## src/rtl/input_conditioner.sv

```systemverilog
// input_conditioner: synchronizes and debounces two push-buttons and two
// 4-bit switch banks.
//   clk        : sole clock, rising edge
//   rst_n      : asynchronous active-low reset
//   key        : raw push-buttons (active-high, asynchronous)
//   in_number  : raw operand switches
//   arif       : raw operation-select switches
//   key_pulse  : one-cycle press strobe per key, never both bits together
//   key_level  : debounced key state
//   number_out : debounced in_number
//   arif_out   : debounced arif

// Per-key press/release debouncer. The press strobe is combinational and is
// registered by the parent so that both keys can be serialized there.
module ic_key_fsm #(
  parameter int DEBOUNCE_N = 50000,
  parameter int CNT_W      = 16
) (
  input  logic clk,
  input  logic rst_n,
  input  logic key_s,
  output logic level,
  output logic press
);
  localparam logic [CNT_W-1:0] LAST = CNT_W'(DEBOUNCE_N - 1);
  localparam logic [CNT_W-1:0] CMAX = '1;

  typedef enum logic [1:0] {IDLE, PRESS_CNT, PRESSED, RELEASE_CNT} st_t;

  st_t              st, st_n;
  logic [CNT_W-1:0] cnt, cnt_n, cnt_inc;
  logic             lvl_n;

  assign cnt_inc = (cnt == CMAX) ? cnt : cnt + CNT_W'(1);

  always_ff @(posedge clk or negedge rst_n) begin
    if (!rst_n) begin
      st    <= IDLE;
      cnt   <= '0;
      level <= 1'b0;
    end else begin
      st    <= st_n;
      cnt   <= cnt_n;
      level <= lvl_n;
    end
  end

  always_comb begin
    st_n  = st;
    cnt_n = cnt;
    lvl_n = level;
    press = 1'b0;
    case (st)
      IDLE: if (key_s) begin
        st_n  = PRESS_CNT;
        cnt_n = '0;
      end
      PRESS_CNT:
        if (!key_s) st_n = IDLE;
        else if (cnt == LAST) begin
          st_n  = PRESSED;
          lvl_n = 1'b1;
          press = 1'b1;
        end else cnt_n = cnt_inc;
      PRESSED: if (!key_s) begin
        st_n  = RELEASE_CNT;
        cnt_n = '0;
      end
      RELEASE_CNT:
        if (key_s) st_n = PRESSED;
        else if (cnt == LAST) begin
          st_n  = IDLE;
          lvl_n = 1'b0;
        end else cnt_n = cnt_inc;
      default: st_n = IDLE;
    endcase
  end
endmodule

// Multi-bit debouncer: a candidate value must stay unchanged for DEBOUNCE_N
// cycles before it is copied to q. A candidate equal to q does not count.
module ic_bus_debounce #(
  parameter int DEBOUNCE_N = 50000,
  parameter int CNT_W      = 16,
  parameter int W          = 4
) (
  input  logic         clk,
  input  logic         rst_n,
  input  logic [W-1:0] d,
  output logic [W-1:0] q
);
  localparam logic [CNT_W-1:0] LAST = CNT_W'(DEBOUNCE_N - 1);
  localparam logic [CNT_W-1:0] CMAX = '1;

  logic [W-1:0]     cand;
  logic [CNT_W-1:0] cnt;

  always_ff @(posedge clk or negedge rst_n) begin
    if (!rst_n) begin
      cand <= '0;
      cnt  <= '0;
      q    <= '0;
    end else if (d != cand) begin
      cand <= d;
      cnt  <= '0;
    end else if (cand == q) begin
      cnt  <= '0;
    end else if (cnt == LAST) begin
      q    <= cand;
      cnt  <= '0;
    end else if (cnt != CMAX) begin
      cnt  <= cnt + CNT_W'(1);
    end
  end
endmodule

module input_conditioner #(
  parameter int DEBOUNCE_N = 50000,
  parameter int CNT_W      = 16
) (
  input  logic       clk,
  input  logic       rst_n,
  input  logic [1:0] key,
  input  logic [3:0] in_number,
  input  logic [3:0] arif,
  output logic [1:0] key_pulse,
  output logic [1:0] key_level,
  output logic [3:0] number_out,
  output logic [3:0] arif_out
);
  localparam int NUM_KEYS = 2;

  logic [9:0]          sync1, sync2;
  logic [NUM_KEYS-1:0] key_s, press_ev;
  logic                pend;

  always_ff @(posedge clk or negedge rst_n) begin
    if (!rst_n) begin
      sync1 <= '0;
      sync2 <= '0;
    end else begin
      sync1 <= {arif, in_number, key};
      sync2 <= sync1;
    end
  end

  assign key_s = sync2[1:0];

  for (genvar g = 0; g < NUM_KEYS; g++) begin : g_key
    ic_key_fsm #(.DEBOUNCE_N(DEBOUNCE_N), .CNT_W(CNT_W)) u_key (
      .clk   (clk),
      .rst_n (rst_n),
      .key_s (key_s[g]),
      .level (key_level[g]),
      .press (press_ev[g])
    );
  end

  ic_bus_debounce #(.DEBOUNCE_N(DEBOUNCE_N), .CNT_W(CNT_W), .W(4)) u_num (
    .clk (clk), .rst_n (rst_n), .d (sync2[5:2]), .q (number_out)
  );

  ic_bus_debounce #(.DEBOUNCE_N(DEBOUNCE_N), .CNT_W(CNT_W), .W(4)) u_arif (
    .clk (clk), .rst_n (rst_n), .d (sync2[9:6]), .q (arif_out)
  );

  // key[1] wins a collision; key[0] waits one cycle in pend. A key[0] event
  // that lands while pend is already set merges into the pending pulse.
  always_ff @(posedge clk or negedge rst_n) begin
    if (!rst_n) begin
      key_pulse <= '0;
      pend      <= 1'b0;
    end else if (press_ev[1]) begin
      key_pulse <= 2'b10;
      pend      <= pend | press_ev[0];
    end else if (pend || press_ev[0]) begin
      key_pulse <= 2'b01;
      pend      <= 1'b0;
    end else begin
      key_pulse <= 2'b00;
    end
  end
endmodule

```

## config.mk

```make
export PLATFORM = sky130hd
export DESIGN_NAME = input_conditioner
export DESIGN_NICKNAME = d
export VERILOG_FILES = /design/src/rtl/input_conditioner.sv
export SDC_FILE = /design/constraint.sdc
export NUM_CORES = 1
export LEC_CHECK = 0
export CAP_MARGIN = 20
export CORE_MARGIN = 5
export CORE_UTILIZATION = 55
export DETAILED_ROUTE_END_ITERATION = 7
export GPL_ROUTABILITY_DRIVEN = 1
export PLACE_DENSITY = 0.73
export SETUP_SLACK_MARGIN = 0.5
export SYNTH_ARGS = -nofsm -noshare
export SYNTH_HDL_FRONTEND = slang
export SYNTH_SLANG_ARGS = --single-unit
```

## constraint.sdc

```tcl
create_clock -name clk -period 2.9 [get_ports clk]
set_input_delay 0.58 -clock clk [delete_from_list [all_inputs] [get_ports clk]]
set_output_delay 0.58 -clock clk [all_outputs]
set_load 0.02 [all_outputs]
```

==> results by group <==
Global routing
  • First-pass GRT wire length: 18300 um
  • Pin count of the biggest net entering global routing: 110
  • Total track usage: 19.2%
  • Overflow left after global routing: 0
  • Initial antenna violation count: 0
  • Vias in the first global route: 3925

Worst setup path
  • Buf/Inv on CP: 0
  • CP top delay family: simple AND/OR/NAND/NOR gates
  • Arr. time, crit path: 2.45 ns
  • Critical-path cell list: ha_1 > nand3_1 > or4_1 > a21oi_2 > nor2_1 > a221o_1
  • CP Capture Type: flip-flop
  • Crit path max fanout: 5
  • Crit path max-delay cell type: or4_1
  • Class of the most critical setup path: reg2reg
  • Crit-path max cell delay: 0.61 ns
  • Data required, critical path: 3.15 ns
  • CP Launch Type: flip-flop

Power and ir drop
  • Leak: 0.00242 uW
  • Cell Pwr Density: 457 nW/um^2
  • Sw Ratio: 21.8%
  • Clock share of power: 37.0%
  • Max VDD drop: 343 uV
  • Sw power: 596 uW
  • Seq pwr share: 58.3%
  • Internal: 2140 uW
  • Comb pwr share: 4.8%

Layout
  • Cell area after layout: 5980 sq um
  • Final-layout fill cell count: 805
  • Nets: 572
  • Post-route insts no fill: 694
  • Fraction of layout cells with a size suffix above 1: 8.02%
  • Diodes inserted: 0
  • Area of the multi-input gates: 2570 sq um
  • Area growth syn-to-layout: 9.50%
  • FF+latch area: 2730 sq um

Route
  • Final WL: 10700 um
  • DRC errors left: 0
  • Initial DRC Count: 329
  • WL per Instance: 15.4 um
  • Vias: 4234
  • DR vias/cell: 6.10
  • Post-route ant nets: 0
  • Initial DRT Pass Iterations: 5

Logic synthesis
  • EDFF count, synth: 0
  • Sequential area share after synthesis: 49.9%
  • Cells after Synth: 548
  • Yosys reg bits: 109
  • Post-Syn Area per Cell: 9.97 sq um
  • Area share of the largest cell type after synthesis: 49.9%
  • Cell type with the highest aggregate area in the netlist: dfrtp_1
  • Synth area leaders: dfrtp_1 50%, nand3_1 3.1%, nand2_1 3.0%, a21oi_1 2.8%, nor2_1 2.5%
  • Synth warn: 0
  • Cell Area, Synth: 5470 sq um
  • Ys flop type: dfrtp_1
  • Most numerous cell in the Yosys netlist: dfrtp_1
  • Ys async rst share: 100%
  • Top cells by count, synth: 109 x dfrtp_1, 43 x nand2_1, 36 x nor2_1
  • Synth Net Count: 564
  • Distinct cells, synth: 60

Clock network
  • CTS Buf Count: 9
  • Clock Sink Count: 109
  • H-tree Lvls: 3
  • CTS tree: done
  • Clk buf depth: 2
  • Clock-pin slew on the worst setup and hold paths: 0.09 ns
  • Clock root cell: clkbuf_8
  • Clk_lat worst skew: 0.37 ns
  • Hold buffers post-CTS: 0

Status
  • Outcome: finished clean

Place
  • Placed standard-cell area: 5760 sq um
  • Detail Placement HPWL: 7090 um
  • Dpl ws: 0.668 ns
  • Placed insts: 678
  • Gpl congestion: 0.888
  • # port buffers: 23

Timing
  • Total negative setup slack: 0 ns
  • Final hold violation count: 0
  • Final cycle utilization of the critical path: 75.7%
  • Final WS setup: 0.706 ns
  • RSZ-0062 raised after global routing: no
  • Worst Tran Pin Value: 0.847 ns
  • Final min period: 2.19 ns
  • Fin. max-slew vios: 0
  • # setup viols final: 0
  • Setup Skew: 0.00902 ns
  • Max-slew headroom: 43.6%
  • F_max: 456 MHz

Floorplan
  • Die W: 110 um
  • Initial Util: 56.2%
  • Die area: 12000 sq um
  • Core Area: 9730 sq um
  • Die H: 110 um
  • Number of I/O pins: 24
  • Rows: 36

Run
  • Max-cap check violation count: 0

Min path
  • Min-Delay Path Class: in2async
-- timing repair --
item	CTS	global route
setup endpoints to repair	0	4
resized for setup	0	1
buffers inserted	0	0
-- worst register-to-register path, delay by kind of cell, from the launching register on --
family                   cells  cell delay (ns)
AND/OR/NAND/NOR              3             0.90
AO/OA/AOI/OAI                2             0.56
flip-flops                   1             0.39
adder cells (fa/ha/maj)      1             0.23
-- registers in the layout, summed over array words and instances, names as in the netlist, named ones only --
register           cells
u_num.cand             4
sync2                 10
u_num.cnt             16
key_pulse              2
u_arif.q               4
u_arif.cand            4
u_num.q                4
pend                   1
sync1                 10
g_key.u_key.level      2
u_arif.cnt            16
g_key.u_key.cnt       32
g_key.u_key.st         2
-- final timing paths --
path | startpoint | to | slack (ns) | cells after the start
min in group clk | sync1[5] | sync2[5] | 0.36 | 0
max reg2reg | g_key[0].u_key.cnt[0] | g_key[0].u_key.cnt[2] | 0.71 | 6
max | g_key[0].u_key.cnt[0] | g_key[0].u_key.cnt[2] | 0.71 | 6
min reg2reg | sync1[5] | sync2[5] | 0.36 | 0
max in group asynchronous | rst_n | sync1[1] | 2.21 | 2
min | rst_n | u_arif.cnt[14] | 0.27 | 2
-- per-stage QoR --
| stage | util [%] | total power (uW) | hold WS [ns] |
|---|---|---|---|
| after floorplan | - | 1690 | 0.284 |
| after detailed placement | 59.2 | 1760 | 0.336 |
| after global routing | 61.5 | 2860 | 0.304 |
| after global placement | 59.2 | 1750 | 0.336 |
| final | 61.5 | 2740 | 0.269 |
| after CTS | 61.5 | 2780 | 0.275 |
-- kinds of logic after synthesis --
logic type      count (synthesis)  synth area share [%]
fa+ha+maj                       4                 0.916
flops                         109                  49.9
simple gates                  245                  25.5
compound gates                115                  13.6
xor+xnor                       24                  3.85
mux                            15                  3.04
buf+inv                        36                  3.09
-- cell type report --
| type | count | share of cell area, % |
|---|---|---|
| clock buffer | 12 | 2.59 |
| sequential | 109 | 45.6 |
| multi-input combinational | 403 | 42.9 |
| inverter | 5 | 0.314 |
| timing repair buffer | 28 | 4.64 |
| clock inverter | 4 | 1.17 |
| tap | 133 | 2.78 |
-- cell usage in the layout, fill, tap and decap left out, types with 4 or more instances in the layout --
master           netlist  final
nor2_1                36     36
clkdlybuf4s50_1        0     22
a31oi_1                4      4
and3_1                12     12
a22o_1                10     10
o211ai_1               5      5
nor4_1                 8      8
a41oi_1                4      4
xor2_1                14     14
ha_1                   4      4
o21ai_0               20     20
nand3_1               34     34
nand4_1               20     20
o31ai_1                6      6
nor4b_1                4      4
inv_1                  5      5
nand4b_1               4      4
or4_1                 10     10
nand2_1               43     43
buf_4                  4      5
mux2_1                 4      4
xnor2_1               10     10
nor3_1                14     14
nand3b_1               4      4
o21ai_1               12     12
dfrtp_1              109    109
clkbuf_8               0     11
or3_1                 20     20
and2_1                 9      9
mux2_2                 9      9
a21oi_1               31     31
and4_1                 4      4
-- power groups by stage --
stage,Sequential (uW),Clock [uW],Combinational (uW)
finish,1590,1010,130
detailed placement,1620,0,132
floorplan,1610,0,81.5
global route,1600,1110,149
global placement,1620,0,130
CTS,1590,1050,133
-- metal layers --
metal	wire [um]	vias to the layer above	global-route usage [%]
met5	0	-	0
met4	136	0	6.59
met3	473	12	5.11
met2	4970	91	29.9
met1	5070	2069	26.1
li1	-	2062	-
Note: power is estimated with default switching activity, not from simulation.
